$ cat src/rtl/clock_ready_gen.sv
// clock_ready_gen
//   Board-clock front end for the CPU/bus interface. Derives osc, clk, pclk
//   and vclk from mainClk as registered toggling signals. It also qualifies
//   NUM_RDY ready requests into one synchronised ready, enforces a minimum
//   wait-state floor, and stretches the system reset out to the CPU.
//
//   Handshake: ready is a level, not a pulse. It can rise only on a clk
//   falling event, and only after the request has passed SYNC_STAGES clk
//   rising events. It falls on the first clk falling event that samples no
//   request.
//
// Ports
//   mainClk  in   FPGA clock; every register updates on its rising edge
//   rst_n    in   asynchronous active-low reset
//   rdy      in   [NUM_RDY] per-channel ready request (asynchronous)
//   aenN     in   [NUM_RDY] per-channel active-low enable qualifying rdy
//   osc      out  oscillator clock, period 2*OSC_HALF mainClk cycles
//   clk      out  CPU clock, high for one osc period out of CLK_DIV
//   pclk     out  peripheral clock, clk/2
//   vclk     out  video clock, period 2*VCLK_HALF mainClk cycles
//   ready    out  synchronised ready to the CPU
//   resetOut out  active-high system reset, released RST_HOLD clk falls
//                 after rst_n is released
module clock_ready_gen #(
    parameter int OSC_HALF    = 1,
    parameter int CLK_DIV     = 3,
    parameter int VCLK_HALF   = 2,
    parameter int NUM_RDY     = 2,
    parameter int SYNC_STAGES = 2,
    parameter int WAIT_MIN    = 0,
    parameter int RST_HOLD    = 4
) (
    input  logic               mainClk,
    input  logic               rst_n,
    input  logic [NUM_RDY-1:0] rdy,
    input  logic [NUM_RDY-1:0] aenN,
    output logic               osc,
    output logic               clk,
    output logic               pclk,
    output logic               vclk,
    output logic               ready,
    output logic               resetOut
);

    localparam int OSC_W  = (OSC_HALF  > 1) ? $clog2(OSC_HALF)     : 1;
    localparam int PH_W   = (CLK_DIV   > 1) ? $clog2(CLK_DIV)      : 1;
    localparam int VCLK_W = (VCLK_HALF > 1) ? $clog2(VCLK_HALF)    : 1;
    localparam int WAIT_W = (WAIT_MIN  > 0) ? $clog2(WAIT_MIN + 1) : 1;
    localparam int HOLD_W = (RST_HOLD  > 0) ? $clog2(RST_HOLD + 1) : 1;

    localparam logic [OSC_W-1:0]  OSC_LAST  = OSC_W'(OSC_HALF - 1);
    localparam logic [PH_W-1:0]   PH_LAST   = PH_W'(CLK_DIV - 1);
    localparam logic [VCLK_W-1:0] VCLK_LAST = VCLK_W'(VCLK_HALF - 1);
    localparam logic [WAIT_W-1:0] WAIT_INIT = WAIT_W'(WAIT_MIN);
    localparam logic [HOLD_W-1:0] HOLD_TGT  = HOLD_W'(RST_HOLD);

    logic [OSC_W-1:0]       osc_cnt_q, osc_cnt_d;
    logic                   osc_q, osc_d;
    logic [PH_W-1:0]        phase_q, phase_d;
    logic                   clk_q, clk_d;
    logic                   pclk_q, pclk_d;
    logic [VCLK_W-1:0]      vclk_cnt_q, vclk_cnt_d;
    logic                   vclk_q, vclk_d;
    logic [SYNC_STAGES-1:0] stage_q, stage_d;
    logic                   ready_q, ready_d;
    logic [WAIT_W-1:0]      wait_q, wait_d;
    logic [HOLD_W-1:0]      hold_q, hold_d;
    logic                   reset_out_q, reset_out_d;

    logic osc_wrap, osc_rise, clk_rise, clk_fall, vclk_wrap, req;

    always_comb begin
        // Oscillator divider.
        osc_wrap  = (osc_cnt_q == OSC_LAST);
        osc_cnt_d = osc_wrap ? '0 : osc_cnt_q + 1'b1;
        osc_d     = osc_wrap ? ~osc_q : osc_q;
        osc_rise  = osc_wrap & ~osc_q;

        // CPU clock phase. It starts at the last phase, so the first osc
        // rise after reset wraps it to phase 0 and drives clk high. clk only
        // changes on an osc rise, so it stays aligned to osc.
        phase_d = phase_q;
        clk_d   = clk_q;
        if (osc_rise) begin
            phase_d = (phase_q == PH_LAST) ? '0 : phase_q + 1'b1;
            clk_d   = (phase_d == '0);
        end
        clk_rise = clk_d & ~clk_q;
        clk_fall = ~clk_d & clk_q;

        pclk_d = clk_fall ? ~pclk_q : pclk_q;

        // Video clock runs from its own counter, independent of osc/clk.
        vclk_wrap  = (vclk_cnt_q == VCLK_LAST);
        vclk_cnt_d = vclk_wrap ? '0 : vclk_cnt_q + 1'b1;
        vclk_d     = vclk_wrap ? ~vclk_q : vclk_q;

        // Ready qualification and synchronisation.
        req     = |(rdy & ~aenN);
        stage_d = stage_q;
        ready_d = ready_q;
        wait_d  = wait_q;
        if (clk_rise) begin
            stage_d[0] = req;
            for (int i = 1; i < SYNC_STAGES; i++) begin
                stage_d[i] = stage_q[i-1];
            end
        end
        if (clk_fall) begin
            if (!req) begin
                // Deassertion bypasses the synchroniser, so a request that
                // drops is never answered late by stale stage contents.
                ready_d = 1'b0;
                stage_d = '0;
            end else begin
                ready_d = stage_q[SYNC_STAGES-1] & (wait_q == '0);
            end
            // The wait floor restarts on every 1->0 transition of ready.
            // Otherwise it counts down once per clk fall.
            if (ready_q & ~ready_d) begin
                wait_d = WAIT_INIT;
            end else if (wait_q != '0) begin
                wait_d = wait_q - 1'b1;
            end
        end

        // Reset stretch. The counter freezes once resetOut has dropped, so
        // only rst_n can raise resetOut again.
        hold_d      = hold_q;
        reset_out_d = reset_out_q;
        if (clk_fall && reset_out_q) begin
            hold_d = hold_q + 1'b1;
            if (hold_d >= HOLD_TGT) begin
                reset_out_d = 1'b0;
            end
        end
    end

    always_ff @(posedge mainClk or negedge rst_n) begin
        if (!rst_n) begin
            osc_cnt_q   <= '0;
            osc_q       <= 1'b0;
            phase_q     <= PH_LAST;
            clk_q       <= 1'b0;
            pclk_q      <= 1'b0;
            vclk_cnt_q  <= '0;
            vclk_q      <= 1'b0;
            stage_q     <= '0;
            ready_q     <= 1'b0;
            wait_q      <= '0;
            hold_q      <= '0;
            reset_out_q <= 1'b1;
        end else begin
            osc_cnt_q   <= osc_cnt_d;
            osc_q       <= osc_d;
            phase_q     <= phase_d;
            clk_q       <= clk_d;
            pclk_q      <= pclk_d;
            vclk_cnt_q  <= vclk_cnt_d;
            vclk_q      <= vclk_d;
            stage_q     <= stage_d;
            ready_q     <= ready_d;
            wait_q      <= wait_d;
            hold_q      <= hold_d;
            reset_out_q <= reset_out_d;
        end
    end

    assign osc      = osc_q;
    assign clk      = clk_q;
    assign pclk     = pclk_q;
    assign vclk     = vclk_q;
    assign ready    = ready_q;
    assign resetOut = reset_out_q;

endmodule

$ cat config.mk
export PLATFORM = sky130hd
export DESIGN_NAME = clock_ready_gen
export DESIGN_NICKNAME = d
export VERILOG_FILES = /design/src/rtl/clock_ready_gen.sv
export SDC_FILE = /design/constraint.sdc
export NUM_CORES = 1
export LEC_CHECK = 0
export ABC_AREA = 1
export BUFFER_PORTS_ARGS = -buffer_cell sky130_fd_sc_hd__buf_4
export CORE_AREA = 2 2 39 41
export CTS_CLUSTER_SIZE = 25
export DETAILED_ROUTE_END_ITERATION = 8
export DIE_AREA = 0 0 41 43
export GPL_TIMING_DRIVEN = 0
export PLACE_DENSITY = 0.67
export SLEW_MARGIN = 30
export SYNTH_ARGS = -nofsm -noshare
export SYNTH_HDL_FRONTEND = slang
export SYNTH_SLANG_ARGS = --single-unit
$ cat constraint.sdc
create_clock -name mainClk -period 2 [get_ports mainClk]
set_input_delay 0.2 -clock mainClk [delete_from_list [all_inputs] [get_ports mainClk]]
set_output_delay 0.2 -clock mainClk [all_outputs]
set_load 0.02 [all_outputs]
---- After elaboration in Yosys (flattened, before gate mapping) ----
Index checks and enable logic that the tools add are counted.
W data, S select, Z words.
word-level totals
  bits in registers ....................... 16
  output and inout bits ................... 6
operators by class
  eq/ne operators ......................... 1
  magnitude comparators ................... 1
  add/subtract/negate cells ............... 5
  reductions and logical operators ........ 4
  bitwise gates (word level) .............. 15
  mux-type cells .......................... 11
operators by type and width
  operator               number
  $mux W2                4
  $not A1 Y1             8
  $mux W1                7
  $and A1 B1 Y1          5
  $add A3 B1 Y3 const B  1
  $ge A3 B3 Y1 const B   1
  $add A1 B1 Y1 const B  2
  $add A2 B1 Y2 const B  1
  $and A2 B2 Y2          1
  $eq A2 B2 Y1 const B   1
  $logic_not A2 Y1       1
  $not A2 Y2             1
  $reduce_and A2 Y1      1
  $reduce_or A2 Y1       1
  $logic_and A1 B1 Y1    1
  $sub A1 B1 Y1 const B  1

---- Logic depth before layout (Yosys ltp) ----
Gate-level depths: netlist of the first run.
  word-level depth ........................ 10
  depth in mapped cells ................... 6
  gate-level depth less buffers ........... 6

---- Worst setup path after synthesis of the first run ----
OpenSTA, ideal clock, no wires.
  path type ............................... register to register
  start ................................... register osc_q (netlist: osc)
  end ..................................... register hold_q[0]
  path buffers ............................ 0
  period minus slack after synthesis ...... 1.022 ns
  arrival time ............................ 0.906 ns
  cell stages (with the launch flop) ...... 7
  required time ........................... 1.884 ns
  setup slack ............................. 0.978 ns
  setup time .............................. 0.116 ns
  cells stage by stage .................... dfrtp_1 inv_4 nand3_4 inv_2 nand2_2 nand2_1 nand2_1
on the way
  cells in the longest elaborated chain, start to end .. 6
RTL lines
  element                   RTL line  RTL
  start: declaration        58        logic osc_q, osc_d;
  start signal: assignment  155       osc_q <= osc_d;
  $not A1 Y1                77        osc_rise = osc_wrap & ~osc_q;
  $and A1 B1 Y1             77
  via osc_rise              70        logic osc_wrap, osc_rise, clk_rise, clk_fall, vclk_wrap, req;
  $mux W1                   84        if (osc_rise) begin
  $not A1 Y1                89        clk_fall = ~clk_d & clk_q;
  $and A1 B1 Y1             89
  $logic_and A1 B1 Y1       131       if (clk_fall && reset_out_q) begin
  end signal: assignment    164       hold_q <= hold_d;
  end: declaration          67        logic [HOLD_W-1:0] hold_q, hold_d;
The timed path passes the listed nets, and every way through them passes these cells.
A chain may end at the register's enable or synchronous reset.

---- Worst setup path after layout of the first run ----
  start ................................... register reset_out_q (netlist: resetOut)
  end ..................................... output port resetOut
RTL lines
  element                   RTL line  RTL
  start: declaration        68        logic reset_out_q, reset_out_d;
  start signal: assignment  165       reset_out_q <= reset_out_d;
  end: declaration          42        output logic resetOut
No word-level cell between the ends.

==> results.json, run 1 <==
{
  "status": "finished clean",
  "finClkSkew_ns": 0.00199,
  "multi_input_area_um2": 200,
  "period_minus_slack_ns": 1.16,
  "grt.overflow.total": 0,
  "vdd_drop_max_mv": 0.426,
  "setup_viol": 0,
  "place_congestion": 0.693,
  "seq_area_um2": 353,
  "design_area_um2": 724,
  "die_x_um": 41,
  "io_buffers": 11,
  "cts_tree": "yes",
  "layout_commonest_cell": "nand2_1",
  "endpoint_kind": "output pin",
  "placed_cells": 88,
  "slew_headroom": 0.882,
  "cpPeakStageDelay_ns": 0.55,
  "wl_um": 935,
  "crit_family": "flip-flops",
  "final_max_slew_viol_count": 0,
  "clkLatencyLatePin_ns": 0.27,
  "grt_setup_unrepaired": "no",
  "ant_nets": 0,
  "drt_iter0_drc": 2,
  "h-tree-depth": 1,
  "hold_class": "input pin to flop",
  "antenna_found_initial": 0,
  "crit_path_cell_trace": "buf_4",
  "grt_pass1_wl_um": 1690,
  "period_share": 0.582,
  "area_growth_syn_to_layout_pct": 22.9,
  "avgViaCountPerCell": 4.65,
  "dpl.hpwl_um": 692,
  "yosysSeqAreaShare": 0.599,
  "synth_cells": 61,
  "cp.required_ns": 1.80,
  "vias": 428,
  "syn_area_um2": 589,
  "post_dp_cell_area_um2": 692,
  "cts_made_buffers": 3,
  "final_cell_mix": "nand2_1, dfrtp_1, buf_4",
  "fp.dieH_um": 43,
  "fin_util": 0.524,
  "drc": 0,
  "finalHoldViolations": 0,
  "postSynthAreaPerCell_um2": 9.66,
  "grt_pass1_vias": 419,
  "setup_ws_ns": 0.837,
  "fillers": 122,
  "yosys_warnings": 0,
  "initial_utilization": 0.426,
  "maxCapViolations": 0,
  "boundaryPins": 12,
  "dp_slack_ns": 0.968,
  "p_leak_nw": 0.378,
  "cpMaxStageDelayCell": "dfstp_2",
  "design.core.area_mm2": 0.00138,
  "nets": 85,
  "grt_max_degree": 15,
  "wl_per_cell_um": 10.2,
  "grt_util_all_layers": 0.146,
  "fin_cells": 92,
  "num_rows": 14,
  "cp_max_fo": 3,
  "ys_types": 17,
  "cp.buffers_inverters": 1,
  "syn-num-nets": 68,
  "clock-sinks": 14,
  "drive_gt1_frac": 0.289,
  "cts_root_buf": "clkbuf_4",
  "antenna_cells": 0,
  "cp-start-kind": "flop",
  "worstMarginPinSlew_ns": 0.176,
  "clkTransAtPathRegs_ns": 0.08,
  "arrival_ns": 0.96,
  "powerDensity_mw_per_mm2": 641,
  "timing.fmax_mhz": 860,
  "die_area_mm2": 0.00176,
  "finalSetupTns_ns": 0,
  "ys_ff_latch": 14,
  "critPathKind": "flop to output pin",
  "clockBufferDepth": 2,
  "drtPass1Iterations": 3
}
[worst paths after layout]
kind | startpoint | to | slack, ns | depth (start not counted)
setup / recovery | resetOut | resetOut | 0.84 | 1
hold / removal | rdy[1] | ready | 0.30 | 5
setup reg to reg | phase_q[1] | hold_q[0] | 0.97 | 6
hold reg to reg | vclk_cnt_q | vclk_cnt_q | 0.44 | 1
max in group asynchronous | rst_n | phase_q[1] | 1.45 | 2
min in group asynchronous | rst_n | hold_q[2] | 0.31 | 2
[final cells by class]
cell class,count,area share
Sequential cell,14,0.487
Multi-Input combinational cell,38,0.276
Timing Repair Buffer,12,0.128
Inverter,9,0.0501
Clock buffer,3,0.0311
Tap cell,16,0.0276
[logic make-up after synthesis]
logic type / after synthesis / share of synthesized area
compound gates: 7 / 0.0594
fa+ha+maj: 1 / 0.0212
xor+xnor: 3 / 0.0446
flops: 14 / 0.599
simple gates: 27 / 0.214
buf+inv: 9 / 0.0616
[per-stage QoR]
stage | power (mW) | hold slack (ns)
2_1_floorplan | 0.300 | -0.0956
3_3_place_gp | 0.314 | 0.0572
3_5_place_dp | 0.315 | 0.0579
4_1_cts | 0.477 | 0.291
5_1_grt | 0.486 | 0.324
6_report | 0.465 | 0.301
[flip-flops by register name, summed over array words and instances (netlist names)]
register and count:
hold_q 3, phase_q 2, stage_q 2, clk 1
osc 1, pclk 1, ready 1, resetOut 1
vclk 1, vclk_cnt_q 1
[where the power goes]
group | internal, mW | leakage (nW) | total, mW | switching [mW]
Combinational | 0.0112 | 0.191 | 0.0228 | 0.0116
Sequential | 0.286 | 0.173 | 0.288 | 0.00157
Clock | 0.0697 | 0.0138 | 0.154 | 0.0844
Total | 0.367 | 0.378 | 0.465 | 0.0976
[timing repair]
action	4_1_cts	5_1_grt
buffers inserted	0	0
endpoints found under the hold margin	14	0
hold buffers	1	0
resized for setup	0	0
[routing by layer]
| layer | global-route usage | up-vias | wire length (um) |
|---|---|---|---|
| met5 | 0 | - | 0 |
| met2 | 0.225 | 9 | 451 |
| li1 | - | 221 | - |
| met1 | 0.169 | 198 | 420 |
| met3 | 0.0942 | 0 | 63 |
| met4 | 0.0200 | 0 | 0 |
[worst min-delay path, delay by kind of cell]
| family | cells | cell delay (ns) |
|---|---|---|
| buffers and inverters | 1 | 0.07 |
| and+or+nand+nor | 4 | 0.27 |
[synthesized netlist by cell type (all sizes together)]
cell type,n,area (um2)
a21oi,5,25.0
dfrtp,12,300
dfstp,2,52.6
ha,1,12.5
inv,9,36.3
nand2,19,73.8
nand3,4,32.5
nand4,1,6.26
nor2,3,13.8
o21ai,2,10.0
xnor2,1,8.76
xor2,2,17.5
Power figures use the tool's default switching activity.
==> run 2: changes to the inputs <==
==> constraint.sdc (replaced) <==
create_clock -name mainClk -period 1.1 [get_ports mainClk]
set_input_delay 0.11 -clock mainClk [delete_from_list [all_inputs] [get_ports mainClk]]
set_output_delay 0.11 -clock mainClk [all_outputs]
set_load 0.02 [all_outputs]
==> results.json, run 2 (same netlist as run 1, synthesis figures left out) <==
{
  "initial_utilization": 0.426,
  "antenna_found_initial": 0,
  "place_congestion": 0.693,
  "fin_util": 0.526,
  "grt_pass1_wl_um": 1690,
  "setup_ws_ns": 0.0360,
  "final_max_slew_viol_count": 0,
  "setup_viol": 0,
  "drt_iter0_drc": 5,
  "finClkSkew_ns": 0.00341,
  "clock-sinks": 14,
  "clkLatencyLatePin_ns": 0.28,
  "crit_family": "flip-flops",
  "maxCapViolations": 0,
  "die_x_um": 41,
  "area_growth_syn_to_layout_pct": 23.6,
  "ant_nets": 0,
  "crit_path_cell_trace": "buf_6",
  "clkTransAtPathRegs_ns": 0.08,
  "avgViaCountPerCell": 4.71,
  "drtPass1Iterations": 3,
  "period_minus_slack_ns": 1.06,
  "clockBufferDepth": 2,
  "drive_gt1_frac": 0.289,
  "grt_setup_unrepaired": "yes",
  "grt_util_all_layers": 0.146,
  "nets": 85,
  "grt_pass1_vias": 419,
  "grtUsageMet3": 0.0942,
  "period_share": 0.967,
  "layout_commonest_cell": "nand2_1",
  "cts_tree": "yes",
  "powerDensity_mw_per_mm2": 1160,
  "fp.dieH_um": 43,
  "boundaryPins": 12,
  "largest_reg_flops": 3,
  "wl_per_cell_um": 10.3,
  "cts_setup_buffers": 0,
  "grt.overflow.total": 0,
  "dpl.hpwl_um": 692,
  "p_leak_nw": 0.378,
  "finalHoldViolations": 0,
  "cp-start-kind": "flop",
  "endpoint_kind": "output pin",
  "cpPeakStageDelay_ns": 0.56,
  "grt_use_met2": 0.225,
  "status": "finished clean",
  "use_met1": 0.169,
  "vdd_drop_max_mv": 0.774,
  "cp.buffers_inverters": 1,
  "h-tree-depth": 1,
  "cts_made_buffers": 3,
  "arrival_ns": 0.95,
  "grt_busiest_layer": "met2",
  "top_regs": "hold_q x3, phase_q x2, stage_q x2",
  "design_area_um2": 728,
  "slew_headroom": 0.882,
  "critPathKind": "flop to output pin",
  "cpMaxStageDelayCell": "dfstp_2",
  "post_dp_cell_area_um2": 692,
  "cp.required_ns": 0.99,
  "hold_class": "input pin to asynchronous set/reset pin",
  "grt_max_degree": 15,
  "worstMarginPinSlew_ns": 0.176,
  "io_buffers": 11,
  "design.core.area_mm2": 0.00138,
  "wl_um": 945,
  "final_cell_mix": "nand2_1, dfrtp_1, buf_4",
  "die_area_mm2": 0.00176,
  "num_rows": 14,
  "cts_root_buf": "clkbuf_4",
  "dp_slack_ns": 0.0683,
  "timing.fmax_mhz": 940,
  "regMostFlops": "hold_q",
  "drc": 0,
  "vias": 433,
  "antenna_cells": 0,
  "finalPower_uw": 848,
  "cp_max_fo": 3
}
## run 2: cell count changes in the layout (fill, tap and decap cells not counted)
cell | previous run | this run
buf_4 | 11 | 10
buf_6 | 0 | 1
## run 2: cell type report
type / count / area (um2)
clock buffer: 3 / 22.5
fill: 122 / 656
tap: 16 / 20.0
multi-input combinational: 38 / 200
inverter: 9 / 36.3
sequential: 14 / 353
timing repair buffer: 12 / 96.3
## run 2: path summary, 6_finish.rpt
kind / depth (start not counted) / end / from / slack, ns
max: 1 / resetOut / resetOut / 0.04
min: 2 / ready / rst_n / 0.21
max reg2reg: 6 / hold_q[0] / phase_q[1] / 0.08
min reg2reg: 1 / vclk_cnt_q / vclk_cnt_q / 0.44
max in group asynchronous: 2 / phase_q[1] / rst_n / 0.65
min in group mainClk: 5 / ready / rdy[1] / 0.21
## run 2: power breakdown
part | total (mW) | internal (mW) | switching, mW
Clock | 0.283 | 0.127 | 0.156
Sequential | 0.523 | 0.520 | 0.00287
Combinational | 0.0415 | 0.0204 | 0.0211
## run 2: timing repair
item	CTS	global route
setup endpoints to repair	0	3
hold buffers	1	0
hold endpoints to repair	14	0
resized for setup	0	1
## run 2: stage by stage
step	setup TNS, ns	hold WS [ns]	std cells
6_report	0	0.210	92
5_1_grt	-0.00537	0.234	92
4_1_cts	0	0.201	92
3_5_place_dp	0	-0.0321	88
3_3_place_gp	0	-0.0328	88
2_1_floorplan	0	-0.186	61
## run 2: layer usage
metal	wire length, um	vias up	part of all wire
met4	0	0	0
li1	-	221	-
met5	0	-	0
met2	438	9	0.46
met1	441	203	0.47
met3	65	0	0.069
